$ cat src/rtl/psum_accum_ctrl.sv
// Partial-sum accumulation controller: runs the 16-lane adder tree over groups
// of input vectors, seeds each group with a bias and streams results out.
module adder_tree_16 #(
    parameter int DWIDTH = 16
) (
    input  logic [DWIDTH*16-1:0] data_i,
    output logic [DWIDTH-1:0]    sum_o
);
    logic [DWIDTH-1:0] l0 [16];
    logic [DWIDTH-1:0] l1 [8];
    logic [DWIDTH-1:0] l2 [4];
    logic [DWIDTH-1:0] l3 [2];

    // Balanced four-level tree; every node wraps modulo 2^DWIDTH.
    for (genvar k = 0; k < 16; k++) begin : g_l0
        assign l0[k] = data_i[DWIDTH*k +: DWIDTH];
    end
    for (genvar k = 0; k < 8; k++) begin : g_l1
        assign l1[k] = l0[2*k] + l0[2*k+1];
    end
    for (genvar k = 0; k < 4; k++) begin : g_l2
        assign l2[k] = l1[2*k] + l1[2*k+1];
    end
    for (genvar k = 0; k < 2; k++) begin : g_l3
        assign l3[k] = l2[2*k] + l2[2*k+1];
    end
    assign sum_o = l3[0] + l3[1];
endmodule

module psum_accum_ctrl #(
    parameter int DWIDTH = 16,
    parameter int PASS_W = 8,
    parameter int OUT_W  = 16
) (
    input  logic                 clk,
    input  logic                 rst,
    input  logic                 start,
    input  logic [PASS_W-1:0]    cfg_passes,
    input  logic [OUT_W-1:0]     cfg_outputs,
    input  logic [DWIDTH-1:0]    cfg_bias,
    output logic                 busy,
    output logic                 done,
    input  logic                 in_valid,
    output logic                 in_ready,
    input  logic [DWIDTH*16-1:0] in_data,
    output logic                 out_valid,
    input  logic                 out_ready,
    output logic [DWIDTH-1:0]    out_data
);
    localparam logic [1:0] S_IDLE  = 2'd0;
    localparam logic [1:0] S_ACCUM = 2'd1;
    localparam logic [1:0] S_OUT   = 2'd2;

    logic [1:0]        state_q, state_d;
    logic [PASS_W-1:0] pcnt_q, pcnt_d, passes_q, passes_d;
    logic [OUT_W-1:0]  ocnt_q, ocnt_d, outputs_q, outputs_d;
    logic [DWIDTH-1:0] acc_q, acc_d, bias_q, bias_d;
    logic              done_q, done_d;
    logic [DWIDTH-1:0] tree_sum;

    adder_tree_16 #(.DWIDTH(DWIDTH)) u_tree (
        .data_i (in_data),
        .sum_o  (tree_sum)
    );

    always_comb begin
        state_d   = state_q;
        pcnt_d    = pcnt_q;
        ocnt_d    = ocnt_q;
        acc_d     = acc_q;
        passes_d  = passes_q;
        outputs_d = outputs_q;
        bias_d    = bias_q;
        done_d    = 1'b0;
        case (state_q)
            S_IDLE: begin
                if (start) begin
                    // Zero counts are promoted to one so every job makes progress.
                    passes_d  = (cfg_passes  == '0) ? PASS_W'(1) : cfg_passes;
                    outputs_d = (cfg_outputs == '0) ? OUT_W'(1)  : cfg_outputs;
                    bias_d    = cfg_bias;
                    pcnt_d    = '0;
                    ocnt_d    = '0;
                    state_d   = S_ACCUM;
                end
            end
            S_ACCUM: begin
                if (in_valid) begin
                    acc_d = ((pcnt_q == '0) ? bias_q : acc_q) + tree_sum;
                    if (pcnt_q == passes_q - PASS_W'(1)) begin
                        pcnt_d  = '0;
                        state_d = S_OUT;
                    end else begin
                        pcnt_d = pcnt_q + PASS_W'(1);
                    end
                end
            end
            S_OUT: begin
                if (out_ready) begin
                    ocnt_d = ocnt_q + OUT_W'(1);
                    if (ocnt_q == outputs_q - OUT_W'(1)) begin
                        state_d = S_IDLE;
                        done_d  = 1'b1;
                    end else begin
                        state_d = S_ACCUM;
                    end
                end
            end
            default: state_d = S_IDLE;
        endcase
    end

    always_ff @(posedge clk or posedge rst) begin
        if (rst) begin
            state_q   <= S_IDLE;
            pcnt_q    <= '0;
            ocnt_q    <= '0;
            acc_q     <= '0;
            passes_q  <= '0;
            outputs_q <= '0;
            bias_q    <= '0;
            done_q    <= 1'b0;
        end else begin
            state_q   <= state_d;
            pcnt_q    <= pcnt_d;
            ocnt_q    <= ocnt_d;
            acc_q     <= acc_d;
            passes_q  <= passes_d;
            outputs_q <= outputs_d;
            bias_q    <= bias_d;
            done_q    <= done_d;
        end
    end

    // acc is frozen outside ACCUM, so out_data stays stable under back-pressure.
    assign busy      = (state_q != S_IDLE);
    assign done      = done_q;
    assign in_ready  = (state_q == S_ACCUM);
    assign out_valid = (state_q == S_OUT);
    assign out_data  = acc_q;
endmodule

$ cat config.mk
export PLATFORM = sky130hd
export DESIGN_NAME = psum_accum_ctrl
export DESIGN_NICKNAME = d
export VERILOG_FILES = /design/src/rtl/psum_accum_ctrl.sv
export SDC_FILE = /design/constraint.sdc
export NUM_CORES = 1
export LEC_CHECK = 0
export BUFFER_PORTS_ARGS = -buffer_cell sky130_fd_sc_hd__buf_2
export CORE_MARGIN = 3
export CORE_UTILIZATION = 29
export CTS_BUF_LIST = sky130_fd_sc_hd__clkbuf_8
export DETAILED_ROUTE_END_ITERATION = 10
export GPL_TIMING_DRIVEN = 0
export MAX_ROUTING_LAYER = met4
export PLACE_DENSITY_LB_ADDON = 0.3
export SYNTH_ARGS = -nofsm -noshare
export SYNTH_HDL_FRONTEND = slang
export SYNTH_HIERARCHICAL = 1
export SYNTH_SLANG_ARGS = --single-unit
$ cat constraint.sdc
create_clock -name clk -period 4.6 [get_ports clk]
set_input_delay 0.23 -clock clk [delete_from_list [all_inputs] [get_ports clk]]
set_output_delay 0.23 -clock clk [all_outputs]
set_load 0.01 [all_outputs]
Yosys cells after proc, flatten, opt, wreduce, memory -nomap -nowiden
Cells that the tools add are included.
W data, S select, Z words.
{"block": "word_totals", "register_bits": 83, "in_bits": 301}
{"block": "op_classes", "n_addsub": 20, "eq_ne": 8, "mux": 19, "n_reduce_logical": 12}
{"operator": "$add A16 B16 Y16", "count": 16}
{"operator": "$mux W16", "count": 4}
{"operator": "$mux W8", "count": 4}
{"operator": "$pmux W16 S2", "count": 1}
{"operator": "$add A16 B1 Y16 const B", "count": 1}
{"operator": "$eq A16 B16 Y1", "count": 1}
{"operator": "$logic_not A16 Y1", "count": 1}
{"operator": "$logic_not A8 Y1", "count": 2}
{"operator": "$pmux W8 S2", "count": 1}
{"operator": "$sub A16 B1 Y16 const B", "count": 1}
{"operator": "$add A8 B1 Y8 const B", "count": 1}
{"operator": "$eq A8 B8 Y1", "count": 1}
{"operator": "$mux W2", "count": 4}
{"operator": "$sub A8 B1 Y8 const B", "count": 1}
{"operator": "$pmux W2 S3", "count": 1}
{"operator": "$reduce_and A3 Y1", "count": 2}
{"operator": "$reduce_bool A2 Y1", "count": 3}
{"operator": "$mux W1", "count": 4}
{"operator": "$ne A2 B1 Y1 const B", "count": 2}
{"operator": "$ne A2 B2 Y1 const B", "count": 2}
{"operator": "$reduce_and A2 Y1", "count": 2}
{"operator": "$reduce_and A4 Y1", "count": 1}
{"operator": "$eq A2 B1 Y1 const B", "count": 1}
{"operator": "$eq A2 B2 Y1 const B", "count": 1}
{"operator": "$logic_not A2 Y1", "count": 1}

Logic depth before layout (Yosys ltp)
{"block": "depth", "depth_word": 5, "ltp_mapped": 29, "mapped_depth_nobuf": 29}

Cells and area by module
Netlist, hierarchy kept.
{"mod": "adder_tree_16", "instances": 1, "cells_each": 619, "area_per_inst_um2": 6058.3, "seq_area_each_um2": 0.0}
{"mod": "psum_accum_ctrl", "instances": 1, "cells_each": 506, "area_per_inst_um2": 5038.6, "seq_area_each_um2": 2077.0}

Least setup slack after synthesis
OpenSTA, ideal clock, no wires.
{"block": "synth_path", "path_type": "input to register", "startpoint": "input in_data[2]", "endpoint": "register acc_q[15] (netlist: out_data[15])", "setup_time_ps": 104, "t_arrival_ps": 6402, "slack_ps": -1905, "path_stages": 27, "cell_sequence": "inv_1 -> fa_1 -> inv_1 -> fa_1 -> fa_1 -> fa_1 -> inv_1 -> fa_1 -> fa_1 -> inv_1 -> ha_1 -> inv_1 -> fa_1 -> nor2b_1 -> o21a_1 -> o21ai_0 -> a21oi_1 -> o21a_1 -> nor2_1 -> xnor2_1 -> ha_1 -> or3_1 -> o221ai_1 -> a21oi_1 -> mux2i_1 -> a21o_1 -> a221oi_1"}
{"block": "synth_via", "elab_chain_cells": 5}
{"element": "start: declaration", "line_no": "45", "text": "input logic [DWIDTH*16-1:0] in_data,"}
{"element": "$add A16 B16 Y16", "line_no": "19", "text": "assign l1[k] = l0[2*k] + l0[2*k+1];"}
{"element": "$add A16 B16 Y16", "line_no": "22", "text": "assign l2[k] = l1[2*k] + l1[2*k+1];"}
{"element": "$add A16 B16 Y16", "line_no": "25", "text": "assign l3[k] = l2[2*k] + l2[2*k+1];"}
{"element": "$add A16 B16 Y16", "line_no": "27", "text": "assign sum_o = l3[0] + l3[1];"}
{"element": "net tree_sum[10]", "line_no": "59", "text": "logic [DWIDTH-1:0] tree_sum;"}
{"element": "$add A16 B16 Y16", "line_no": "89", "text": "acc_d = ((pcnt_q == '0) ? bias_q : acc_q) + tree_sum;"}
{"element": "end signal: assignment", "line_no": "118", "text": "acc_q <= '0;"}
{"element": "end signal: assignment", "line_no": "127", "text": "acc_q <= acc_d;"}
{"element": "end: declaration", "line_no": "57", "text": "logic [DWIDTH-1:0] acc_q, acc_d, bias_q, bias_d;"}
The timed path passes the listed nets, and every way through them passes these cells.
A chain may end at the register's enable or synchronous reset.

Worst setup path in the final report
{"block": "layout_path", "startpoint": "input in_data[52]", "endpoint": "register acc_q[15] (netlist: out_data[15])"}
The elaborated chain is that of the path after synthesis.

==> flow_summary.json <==
{
  "status": "finished, violations left",
  "violations": "negative setup slack",
  "rr_startpoint": "pcnt_q[1]$_DFFE_PP0P_",
  "antenna_found_initial": 1,
  "cts_tree": "built",
  "yosysSeqAreaShare": 0.1872,
  "io_buffer_count": 320,
  "skew_ns": 0.01051,
  "synthMuxAreaShare": 0.05254,
  "ios": 321,
  "num_rows": 71,
  "slowest_delay_ns": 0.57,
  "hold_violations": 0,
  "async_flop_share": 1.000,
  "drive_gt1_frac": 0.3327,
  "synthAdderAreaFrac": 0.4070,
  "crit_path_end_kind": "flip-flop",
  "syn2layout_area_growth_pct": 27.02,
  "crit_fanout": 4,
  "arrival_ns": 6.46,
  "slew_headroom": 0.5118,
  "via_per_inst": 4.287,
  "yosys-top-cells-count": "inv_1 (333), fa_1 (200), dfrtp_1 (83), xnor2_1 (60), mux2_2 (50)",
  "fin_cells": 1991,
  "dieHeight_um": 201.6,
  "tightest_slew_ns": 0.7246,
  "netlist_top_cells_area": "fa_1 (36%), dfrtp_1 (19%), inv_1 (11%)",
  "tns_ns": -12.11,
  "drc": 0,
  "cp.required_ns": 4.85,
  "cts_buffer_depth": 2,
  "fin_ws_ns": -1.617,
  "synth_flop_cell": "dfrtp_1",
  "synth_top_cell_area_share": 0.3608,
  "cts-buffers-inserted": 9,
  "die_w_um": 201.6,
  "setup_viol": 12,
  "synth_xor_area_frac": 0.06946,
  "final_antenna_net_count": 0,
  "grt_max_degree": 58,
  "clock_latency_ns": 0.37,
  "synth_area_um2": 11100,
  "min_period_over_period": 1.351,
  "drt_wl_total_mm": 26.87,
  "place_hpwl_mm": 24.09,
  "rsz0062_at_grt": "yes",
  "drt_iter0_drc": 300,
  "coreArea_um2": 37670,
  "hold_path.startpoint": "cfg_bias[15]",
  "cp_slowest_cell": "fa_1",
  "die_area_um2": 40650,
  "synth_top_family_by_area": "adder cells",
  "ys_ff_latch": 83,
  "clock.fmax_mhz": 160.9,
  "min_period_ns": 6.217,
  "synth_edf_count": 0,
  "grt_pass1_wl_mm": 44.50,
  "synth.avg_cell_area_um2": 9.864,
  "routed-via-count": 8536,
  "clock-sinks": 83,
  "syn_inst": 1125,
  "worstSetupStartpoint": "in_data[52]",
  "nets": 2016,
  "path_class": "input pin to flip-flop",
  "wl_per_cell_um": 13.50,
  "synth_cell_types": 63,
  "start_util": 0.2946,
  "grt_pass1_vias": 9297,
  "critPathBufInv": 5,
  "gp_congestion": 0.8332,
  "grt_overflow": 0,
  "path_delay_family": "adder cells",
  "cap_violations": 0,
  "cpMostUsedCell": "fa_1",
  "dr.pass1.iters": 7,
  "clk_pin_slew_worst_paths_ns": 0.09,
  "hold_path_class": "input pin to flip-flop",
  "synth_top_area_cell": "fa_1",
  "synth_warnings": 6,
  "root_buffer": "clkbuf_8",
  "start_kind": "input pin",
  "h-tree-depth": 3,
  "finalCoreUtilization": 0.3742,
  "post-place-cells": 1957,
  "synth_compound_area_frac": 0.07870,
  "grt_usage": 0.1370,
  "syn_nets": 1667,
  "slew_viol_final": 0,
  "synth-simple-area-share": 0.08806,
  "synth_most_common_cell": "inv_1"
}
cells by family (layout without fill, tap and decap cells):
family | after synthesis | count (layout)
buffers and inverters | 346 | 700
adder cells (fa/ha/maj) | 241 | 241
AND/OR/NAND/NOR | 182 | 182
AO/OA/AOI/OAI | 133 | 133
XOR/XNOR | 88 | 88
flip-flops | 83 | 83
multiplexers | 52 | 52
other | 0 | 1
worst paths after layout:
path | slack, ns | cells past startpoint | to
setup / recovery | -1.62 | 26 | out_data[15]$_DFFE_PP0P_
hold / removal | 0.09 | 2 | bias_q[15]$_DFFE_PP0P_
setup reg to reg | 0.26 | 14 | out_data[15]$_DFFE_PP0P_
hold reg to reg | 0.51 | 2 | out_data[1]$_DFFE_PP0P_
max in group asynchronous | 3.58 | 4 | bias_q[5]$_DFFE_PP0P_
min in group asynchronous | 0.42 | 3 | passes_q[0]$_DFFE_PP0P_
cell type report:
type	count	area, um2
Clock buffer	10	137.6
Inverter	333	1252
Antenna cell	1	2.502
Multi-Input combinational cell	696	8089
Buffer	13	48.80
Fill cell	3868	23570
Clock inverter	6	41.29
Tap cell	511	639.4
Timing Repair Buffer	338	1807
Sequential cell	83	2077
repair_timing:
item,in CTS,in global routing
hold endpoints to repair,26,0
pin swaps,36,41
setup buffers,11,5
setup endpoints to repair,13,13
hold buffers,1,0
gates resized for setup,34,32
cell usage in the layout, fill, tap and decap left out, types with 30 or more instances in the layout:
cell	n
o21ai_0	30
xnor2_1	54
mux2_2	50
dfrtp_1	83
nor2_1	38
ha_1	32
buf_2	316
inv_1	321
nand2_1	42
fa_1	195
metrics by stage:
stage          instance area [um2]  hold WS (ns)  setup WS [ns]
6_report                     14090       0.08629         -1.617
5_1_grt                      14090       0.07466         -1.907
4_1_cts                      13910       0.07029         -1.683
3_5_place_dp                 13490        0.2538         -2.387
3_3_place_gp                 13460        0.4626         -2.377
2_1_floorplan                11220        0.3468         -1.735
sequential cells by signal, summed over array words and instances (netlist names):
register   flops
done           1
out_data      16
pcnt_q         8
passes_q       8
outputs_q     16
state_q        2
ocnt_q        16
bias_q        16
metal layers:
| metal | vias up | track usage | share of wire |
|---|---|---|---|
| met5 | - | - | 0 |
| met4 | 0 | 0.02417 | 0.016 |
| met3 | 17 | 0.02265 | 0.053 |
| met2 | 220 | 0.2388 | 0.51 |
| met1 | 4163 | 0.1703 | 0.42 |
| li1 | 4136 | - | - |
Power is not shown: default switching activity piles up to over one toggle a cycle in this logic, so the estimate is an artifact.
